--- config.mk ---
export PLATFORM = sky130hd
export DESIGN_NAME = nanorv32_trace_seq
export DESIGN_NICKNAME = d
export VERILOG_FILES = /design/src/rtl/nanorv32_trace_seq.sv
export SDC_FILE = /design/constraint.sdc
export NUM_CORES = 1
export LEC_CHECK = 0
export CORE_MARGIN = 2
export CORE_UTILIZATION = 46
export DETAILED_ROUTE_END_ITERATION = 16
export PLACE_DENSITY_LB_ADDON = 0.1
export SETUP_SLACK_MARGIN = 0.15
export SLEW_MARGIN = 30
export SYNTH_ARGS = -nofsm -noshare
export SYNTH_HDL_FRONTEND = slang
export SYNTH_SLANG_ARGS = --single-unit
--- constraint.sdc ---
create_clock -name clk -period 10.5 [get_ports clk]
set_input_delay 1.05 -clock clk [delete_from_list [all_inputs] [get_ports clk]]
set_output_delay 1.05 -clock clk [all_outputs]
set_load 0.005 [all_outputs]
--- src/rtl/nanorv32_trace_seq.sv ---
// nanorv32_trace_seq: turns retired instructions into ASCII trace lines through an external decoder.
// Latency: first byte 3 cycles after the push into an idle block; define NANORV32_TRACE_PC_EN for a hex PC prefix.
// Backpressure: tx_data is held while tx_ready is low; retires are dropped (and counted) once the 4-entry FIFO is full.
module nanorv32_trace_seq (
    input  logic        clk,
    input  logic        rst_n,
    input  logic        trace_en,
    input  logic        retire_valid,
    input  logic [31:0] retire_instr,
    input  logic [31:0] retire_pc,
    output logic [31:0] dec_instr,
    output logic [4:0]  dec_rd,
    output logic [4:0]  dec_rs1,
    output logic [4:0]  dec_rs2,
    input  logic [47:0] dec_mnemonic,
    input  logic [31:0] dec_rd_name,
    input  logic [31:0] dec_rs1_name,
    input  logic [31:0] dec_rs2_name,
    output logic [7:0]  tx_data,
    output logic        tx_valid,
    input  logic        tx_ready,
    output logic        busy,
    output logic [7:0]  drop_cnt
);

`ifdef NANORV32_TRACE_PC_EN
    localparam int PREFIX_LEN = 9;
`else
    localparam int PREFIX_LEN = 0;
`endif
    localparam int         LINE_LEN = PREFIX_LEN + 22;
    localparam logic [4:0] LAST_IDX = 5'(LINE_LEN - 1);

    typedef enum logic [1:0] {
        IDLE,
        CAPTURE,
        SEND
    } state_t;

    state_t      state;
    state_t      state_nxt;

    logic [31:0] fifo_instr [4];
    logic [1:0]  wr_ptr;
    logic [1:0]  rd_ptr;
    logic [2:0]  fifo_cnt;
    logic        fifo_empty;
    logic        fifo_full;
    logic        push;
    logic        pop;
    logic        drop;
    logic [31:0] head_instr;

    logic [4:0]  byte_idx;
    logic [7:0]  line_buf [LINE_LEN];
    logic [7:0]  line_nxt [LINE_LEN];

    assign fifo_empty = (fifo_cnt == 3'd0);
    assign fifo_full  = (fifo_cnt == 3'd4);
    assign head_instr = fifo_instr[rd_ptr];

    // A pop in the same cycle frees a slot, so a full FIFO still accepts the push.
    assign pop  = (state == IDLE) && !fifo_empty;
    assign push = retire_valid && trace_en && (!fifo_full || pop);
    assign drop = retire_valid && trace_en && fifo_full && !pop;
    assign busy = !fifo_empty || (state != IDLE);

    always_ff @(posedge clk) begin
        if (push) begin
            fifo_instr[wr_ptr] <= retire_instr;
        end
    end

    always_ff @(posedge clk) begin
        if (!rst_n) begin
            wr_ptr   <= 2'd0;
            rd_ptr   <= 2'd0;
            fifo_cnt <= 3'd0;
        end else begin
            if (push) begin
                wr_ptr <= wr_ptr + 2'd1;
            end
            if (pop) begin
                rd_ptr <= rd_ptr + 2'd1;
            end
            case ({push, pop})
                2'b10:   fifo_cnt <= fifo_cnt + 3'd1;
                2'b01:   fifo_cnt <= fifo_cnt - 3'd1;
                default: fifo_cnt <= fifo_cnt;
            endcase
        end
    end

    always_ff @(posedge clk) begin
        if (!rst_n) begin
            drop_cnt <= 8'h00;
        end else if (drop && (drop_cnt != 8'hFF)) begin
            drop_cnt <= drop_cnt + 8'h01;
        end
    end

`ifdef NANORV32_TRACE_PC_EN
    logic [31:0] fifo_pc [4];
    logic [31:0] line_pc;

    always_ff @(posedge clk) begin
        if (push) begin
            fifo_pc[wr_ptr] <= retire_pc;
        end
        if (pop) begin
            line_pc <= fifo_pc[rd_ptr];
        end
    end

    function automatic logic [7:0] hex_char(input logic [3:0] nib);
        return (nib < 4'd10) ? (8'h30 + {4'h0, nib}) : (8'h37 + {4'h0, nib});
    endfunction
`else
    logic unused_pc;
    assign unused_pc = ^retire_pc;
`endif

    // Decoder inputs are registered here so the external decoder sees a stable word until the next pop.
    always_ff @(posedge clk) begin
        if (!rst_n) begin
            dec_instr <= 32'h0;
            dec_rd    <= 5'd0;
            dec_rs1   <= 5'd0;
            dec_rs2   <= 5'd0;
        end else if (pop) begin
            dec_instr <= head_instr;
            dec_rd    <= head_instr[11:7];
            dec_rs1   <= head_instr[19:15];
            dec_rs2   <= head_instr[24:20];
        end
    end

    always_comb begin
        for (int i = 0; i < LINE_LEN; i++) begin
            line_nxt[i] = 8'h20;
        end
`ifdef NANORV32_TRACE_PC_EN
        for (int i = 0; i < 8; i++) begin
            line_nxt[i] = hex_char(line_pc[31-4*i -: 4]);
        end
`endif
        for (int i = 0; i < 6; i++) begin
            line_nxt[PREFIX_LEN+i] = dec_mnemonic[47-8*i -: 8];
        end
        for (int i = 0; i < 4; i++) begin
            line_nxt[PREFIX_LEN+7+i]  = dec_rd_name[31-8*i -: 8];
            line_nxt[PREFIX_LEN+12+i] = dec_rs1_name[31-8*i -: 8];
            line_nxt[PREFIX_LEN+17+i] = dec_rs2_name[31-8*i -: 8];
        end
        line_nxt[LINE_LEN-1] = 8'h0A;
    end

    always_ff @(posedge clk) begin
        if (state == CAPTURE) begin
            line_buf <= line_nxt;
        end
    end

    always_ff @(posedge clk) begin
        if (!rst_n) begin
            byte_idx <= 5'd0;
        end else if (state == CAPTURE) begin
            byte_idx <= 5'd0;
        end else if ((state == SEND) && tx_ready) begin
            byte_idx <= byte_idx + 5'd1;
        end
    end

    always_ff @(posedge clk) begin
        if (!rst_n) begin
            state <= IDLE;
        end else begin
            state <= state_nxt;
        end
    end

    always_comb begin
        state_nxt = state;
        tx_valid  = 1'b0;
        tx_data   = 8'h00;
        case (state)
            IDLE: begin
                if (!fifo_empty) begin
                    state_nxt = CAPTURE;
                end
            end
            CAPTURE: begin
                state_nxt = SEND;
            end
            SEND: begin
                tx_valid = 1'b1;
                tx_data  = line_buf[byte_idx];
                if (tx_ready && (byte_idx == LAST_IDX)) begin
                    state_nxt = IDLE;
                end
            end
            default: begin
                state_nxt = IDLE;
            end
        endcase
    end

endmodule

==> results of run 1 <==
[stage by stage]
stage	cell area, sq um	hold slack (ns)
after floorplan	12850	0.4527
after global placement	15500	0.4423
after detailed placement	15500	0.4489
after CTS	16660	0.4558
after global routing	16660	0.4760
final	16660	0.4532
[power by group]
| group | internal, W | switching (W) |
|---|---|---|
| registers | 0.00162 | 0.0000917 |
| clock network | 0.000738 | 0.000488 |
| logic | 0.000388 | 0.000427 |
| total | 0.00274 | 0.00101 |
[critical path, cell delays in order (launching register included)]
cell and delay [ns]:
dfxtp_2 0.59, buf_4 0.53, nor2b_1 0.75, nor2b_1 0.22, o31ai_1 0.07, a221o_1 0.30
clkdlybuf4s50_1 0.47
[Yosys cell counts, types with 3 or more instances]
library cell / count / area, sq um
dfxtp_1: 56 / 1121
o31ai_1: 4 / 30.03
buf_6: 3 / 33.78
nand2_1: 81 / 304.0
a21oi_1: 53 / 265.3
o211ai_1: 8 / 60.06
clkbuf_1: 19 / 71.32
ha_1: 7 / 87.58
mux2i_1: 16 / 160.2
nand3b_1: 11 / 82.58
xnor2_1: 4 / 35.03
or3_1: 8 / 50.05
nor3_1: 7 / 35.03
nor2b_1: 10 / 62.56
and2_1: 6 / 37.54
a221oi_1: 8 / 70.07
buf_2: 16 / 80.08
edfxtp_1: 272 / 8168
nand2b_1: 6 / 37.54
or4_1: 3 / 22.52
nor2_1: 33 / 123.9
mux2_2: 8 / 90.09
o21ai_0: 27 / 135.1
nor3b_1: 3 / 22.52
a211oi_1: 6 / 45.04
o311ai_0: 3 / 26.28
buf_4: 22 / 165.2
nand4_1: 3 / 18.77
mux4_2: 48 / 1081
inv_1: 11 / 41.29
nand3_1: 6 / 30.03
[final cells by class]
| class | instances | area (sq um) | area share |
|---|---|---|---|
| diodes | 1 | 2.502 | 0.0001502 |
| repair buffers | 253 | 2512 | 0.1508 |
| inverters | 12 | 47.55 | 0.002853 |
| clock inverters | 20 | 182.7 | 0.01096 |
| well taps | 378 | 473.0 | 0.02838 |
| clock buffers | 43 | 978.4 | 0.05872 |
| flip-flops and latches | 328 | 9294 | 0.5577 |
| multi-input cells | 396 | 3173 | 0.1904 |
[metal layers]
metal	vias to the layer above	global-route usage	part of all wire
met2	226	0.3231	0.49
met5	-	0	0.00046
li1	3521	-	-
met3	32	0.06361	0.086
met4	2	0.04422	0.015
met1	3673	0.2395	0.41
[sequential cells by signal, indices dropped and copies added (netlist names), named ones only]
register / count
byte_idx: 5
dec_instr: 32
drop_cnt: 8
fifo_cnt: 3
fifo_instr: 128
line_buf: 144
rd_ptr: 2
state: 2
wr_ptr: 2
[layout by cell type, fill, tap and decap left out, types with 3 or more instances in the layout]
master / instances
clkinv_1: 4
a21oi_1: 53
or3_1: 8
mux4_2: 48
mux2_2: 8
clkbuf_16: 37
a221oi_1: 8
o31ai_1: 4
or4_1: 3
xnor2_1: 4
nand2_1: 81
clkbuf_1: 3
dfxtp_1: 52
nor3b_1: 3
o21ai_0: 27
edfxtp_1: 272
clkinvlp_4: 5
nand3_1: 6
nand2b_1: 6
o211ai_1: 8
bufinv_16: 3
clkbuf_8: 3
nor2b_1: 9
ha_1: 7
nand4_1: 3
mux2i_1: 16
o311ai_0: 3
dfxtp_2: 4
buf_4: 8
clkdlybuf4s50_1: 245
inv_1: 11
nor2_1: 33
a211oi_1: 6
nor3_1: 7
clkinv_2: 8
nand3b_1: 11
and2_2: 3
[kinds of logic after synthesis]
logic type / after synthesis
muxes: 72
adders and majority gates: 8
AOI/OAI and AO/OA: 126
xor gates and xnor gates: 4
and+or+nand+nor: 186
buffers and inverters: 74
DFF: 328
[final timing paths]
check	startpoint	to	slack [ns]	depth (start not counted)
max	byte_idx[0]$_SDFFE_PP0P_	tx_data[5]	6.02	6
min	dec_instr[28]$_SDFFE_PN0P_	dec_instr[28]$_SDFFE_PN0P_	0.45	2
max reg2reg	state[0]$_SDFFE_PN0P_	line_buf[29]$_DFFE_PP_	7.22	3
min reg2reg	dec_instr[28]$_SDFFE_PN0P_	dec_instr[28]$_SDFFE_PN0P_	0.45	2
==> metrics.txt, run 1 <==
status=complete, no violations; FMAX=223.4 MHz; Async SR Flop Fraction=0; Yosys reg bits=328; Mapped Area=12,850 sq um; Final Hold Fails=0; synthesized-area fraction occupied by adder cells=0.008376; DR vias/cell=5.209; Post-Synth Simple-Gate Area=0.07051; Tcrit/Tclk final=0.4263; mux share of post-synthesis cell area=0.1036; Design Power=roughly 0.0038 W; dpl cells=1,367; first-pass GRT wire length=42.20 mm; fin util=0.6031; Final Setup Violations=0; Worst EP arrival=3.43 ns; CTS Hold Bufs=0; Syn. warnings=0; hpwl dp=17.96 mm; Critical Path RT=~9.5 ns; post-CTS setup buffer count=0; Post-synth EDFFs=~270; Final Max Tran Viols=0; worst slew pin tran=0.9507 ns; Worst slew margin=0.3647; Setup WS post-layout=about 6 ns; Num CTS Buffers=36; H-Tree Depth=2; register area share after synthesis=0.7230; Initial Util=0.4650; complex-gate fraction of the synthesized area=0.06028; vias in the first global route=7,470; Die H=171.1 um; CTS sink count=328; Avg Cell Area, Syn=16.10 sq um; final net count=1,248; drt wl/cell=slightly below 20 um; crit end category=output port; Critical Path Source Type=register; width of the die=171.1 um; Final ANT Viol Nets=0; Max Cap Viol=0; Hold Crit Class=register to register; All-Layer GR Usage=0.1911; CTS root buf=clkbuf_16; DRC=0; total gr overflow=0; num ports=278; Placeable Area=27,630 sq um; dpl ws=~6.5 ns; largest net degree at the start of global routing=64; post-synth net total=approximately 1,000; setup TNS=0 ns; Fillers=2,132; Clock Tree Buf Depth=3; Post-Layout Cell Count=1,431; XOR/XNOR Fraction of Synth Area=0.002727; Routed WL=approximately 28 mm; post-synthesis to final-layout area growth=29.70%; P_leak=5.309 nW; RSZ-0062 raised after global routing=no; IO Port Bufs=245; layout cell share with drive strength beyond 1=0.1283; Routability Congestion=approximately 0.77; clk_lat worst skew=0.51 ns; initial antenna violation count=2; 1st-iter DRT viols=481; main combinational cell family by area after synthesis=multiplexers; post-synthesis cell type count=55; DRT Pass-1 Iters=5; minimum clock period=4.476 ns; clock-pin slew on the worst setup and hold paths=0.06 ns; CTS tree=yes; top_reg_cell synth=edfxtp_1; vias=7,454; Power per Cell Area=~230 nW/um^2; Worst Skew=0.02830 ns; Mapped Cells=798; Cell Rows=61; Worst Path Class, Setup=register to output port; die area=between 20,000 and 30,000 sq um; critical path peak fanout=36; CTS resizes=0; Peak supply drop=140.8 uV
No activity file was read; power rests on OpenSTA's default activity.
==> run 2: changes to the inputs <==
==> constraint.sdc (replaced) <==
create_clock -name clk -period 4.3 [get_ports clk]
set_input_delay 0.43 -clock clk [delete_from_list [all_inputs] [get_ports clk]]
set_output_delay 0.43 -clock clk [all_outputs]
set_load 0.005 [all_outputs]
==> run 2 against run 1 <==
Compared with the run above:
- total power grew 140%
- worst setup slack lost 5.3 ns
- clock skew shrank 0.014 ns
- flip-flop and latch count is the same
- clock power grew 140%
- combinational power grew 140%
- count of clock-buffer cells in the layout grew 5
- design area grew 0.17%
- utilization grew 0.10 points
- via count grew 1.2%
- critical endpoint is now tx_data[4]
- largest cell class unchanged
==> metrics.txt, run 2 (synthesis results as in run 1) <==
status=complete, no violations; post-synthesis to final-layout area growth=29.92%; CTS sink count=328 (unchanged); Max Cap Viol=0 (unchanged); Power per Cell Area=546.1 nW/um^2 (+140%); critical path peak fanout=28 (-22%); Worst EP arrival=3.10 ns (-0.33 ns); Die H=171.1 um (unchanged); Final Hold Fails=0 (unchanged); crit end category=output port; Initial Util=0.4650 (unchanged); post-CTS setup buffer count=0 (unchanged); Tcrit/Tclk final=0.8207; H-Tree Depth=2 (unchanged); top flop regs=line_buf (144), fifo_instr (128), dec_instr (32); commonest non-fill, non-tap cell in the layout=edfxtp_1; largest net degree at the start of global routing=93 (+45%); CTS root buf=clkbuf_16; Clock Tree Buf Depth=3 (unchanged); Peak supply drop=371.9 uV (+160%); Fillers=2,190 (+2.7%); area occupied by multi-input gates=3177 sq um (+0.12%); Routed WL=28.82 mm (+2.6%); Num CTS Buffers=36 (unchanged); P_leak=5.330 nW (+0.40%); sequential power share=0.460 (+0.004); Worst slew margin=0.4102 (+0.04545); vias=7,541 (+1.2%); first-pass GRT wire length=43.30 mm (+2.6%); clock power share=0.322 (-0.005); Design Power=0.009115 W (+140%); net switching power=0.002455 W (+140%); drt wl/cell=20.01 um (+2.0%); Logic pwr share=0.217 (about the same); die area=29,280 sq um (unchanged); Crit path largest cell delay=0.79 ns (+0.04 ns); Final Setup Violations=0 (unchanged); CTS resizes=0 (unchanged); Worst Skew=0.01455 ns (-0.01375 ns); Hold Crit Class=register to register; Cell Rows=61 (unchanged); final net count=1,252 (+0.32%); Net Sw Frac=0.2693 (+0.0007142); commonest cells after routing, fill and taps aside=edfxtp_1, clkdlybuf4s50_1, nand2_1, a21oi_1, dfxtp_1; largest reg by FF count=line_buf; Critical Path RT=3.87 ns (-5.58 ns); worst slew pin tran=0.8847 ns (-0.06592 ns); slowest CP cell=dfxtp_2; Int Pwr=0.006660 W (+140%); worst-path cell chain=buf_4 > mux2_2 > a221oi_1 > or3_1 > o211ai_1 > clkdlybuf4s50_1; max reg flops=144 (unchanged); CTS tree=yes; CTS Hold Bufs=0 (unchanged); Final Max Tran Viols=0 (unchanged); minimum clock period=3.529 ns; clock-pin slew on the worst setup and hold paths=0.06 ns (about the same); DRT Pass-1 Iters=7 (+2); hpwl dp=18.83 mm (+4.9%); width of the die=171.1 um (unchanged); DR vias/cell=5.237 (+0.53%); 1st-iter DRT viols=465 (-3.3%); Register Area=9296 sq um (about the same); DRC=0 (unchanged); RSZ-0062 raised after global routing=no; clk_lat worst skew=0.51 ns (about the same); Placeable Area=27,630 sq um (unchanged); Routability Congestion=0.7838 (+1.4%); Setup WS post-layout=0.7709 ns (-5.253 ns); Worst Path Class, Setup=register to output port; total gr overflow=0 (unchanged); FMAX=283.4 MHz; num ports=278 (unchanged); setup TNS=0 ns (unchanged); IO Port Bufs=245 (unchanged); dpl ws=1.252 ns (-5.207 ns); vias in the first global route=7,587 (+1.6%); Critical Path Source Type=register; Final ANT Viol Nets=0 (unchanged); All-Layer GR Usage=0.1957 (+0.004533); layout cell share with drive strength beyond 1=0.1237 (-0.004625); initial antenna violation count=6 (+4)
## run 2: changes by cell type in the layout (fill, tap and decap cells not counted), sizes merged
cell | before | now
clkinv | 12 | 16
clkinvlp | 5 | 0
clkbuf | 43 | 48
buf | 8 | 12
bufinv | 3 | 2
diode | 1 | 3
## run 2: power by group through the flow
stage | Combinational [W] | Sequential, W | Clock (W)
finish | 0.00198 | 0.00420 | 0.00294
global route | 0.00218 | 0.00425 | 0.00313
CTS | 0.00202 | 0.00421 | 0.00301
detailed placement | 0.00201 | 0.00427 | 0
global placement | 0.00200 | 0.00426 | 0
floorplan | 0.00122 | 0.00418 | 0
## run 2: metal layers
layer / GRT usage / part of all wire / vias up / routed length [um]
li1: - / - / 3534 / -
met1: 0.2466 / 0.41 / 3713 / 11720
met2: 0.3350 / 0.49 / 228 / 14090
met3: 0.05297 / 0.081 / 60 / 2340
met4: 0.05232 / 0.022 / 6 / 628
met5: 0 / 0.0012 / - / 36
## run 2: through the flow
stage               cell area [sq um]  hold WS, ns  utilization  cells
floorplan                       12850       0.4527            -    798
global placement                15540       0.4424       0.5625   1371
detailed placement              15540       0.4501       0.5626   1371
CTS                             16680       0.4499       0.6038   1437
global route                    16690       0.4478       0.6039   1438
finish                          16690       0.4538       0.6041   1440
## run 2: worst paths after layout
kind,startpoint,to,slack [ns],depth (start not counted)
worst min-delay path,dec_instr[26]$_SDFFE_PN0P_,dec_instr[26]$_SDFFE_PN0P_,0.45,2
worst min register to register,dec_instr[26]$_SDFFE_PN0P_,dec_instr[26]$_SDFFE_PN0P_,0.45,2
worst max-delay path,byte_idx[1]$_SDFFE_PP0P_,tx_data[4],0.77,6
worst max register to register,state[0]$_SDFFE_PN0P_,fifo_instr[3][4]$_DFFE_PP_,1.66,3
## run 2: final cells by class
cell class	instances	share of cell area
clock inverters	18	0.008321
diodes	3	0.0004498
well taps	378	0.02834
repair buffers	257	0.1531
clock buffers	48	0.05982
multi-input cells	396	0.1903
inverters	12	0.002699
flip-flops and latches	328	0.5570
## run 2: worst max-delay path, delay by kind of cell, from the launching register on
family	cells	cell delay [ns]
buffers and inverters	2	0.87
DFF	1	0.79
muxes	1	0.37
AOI/OAI and AO/OA	2	0.37
and+or+nand+nor	1	0.20
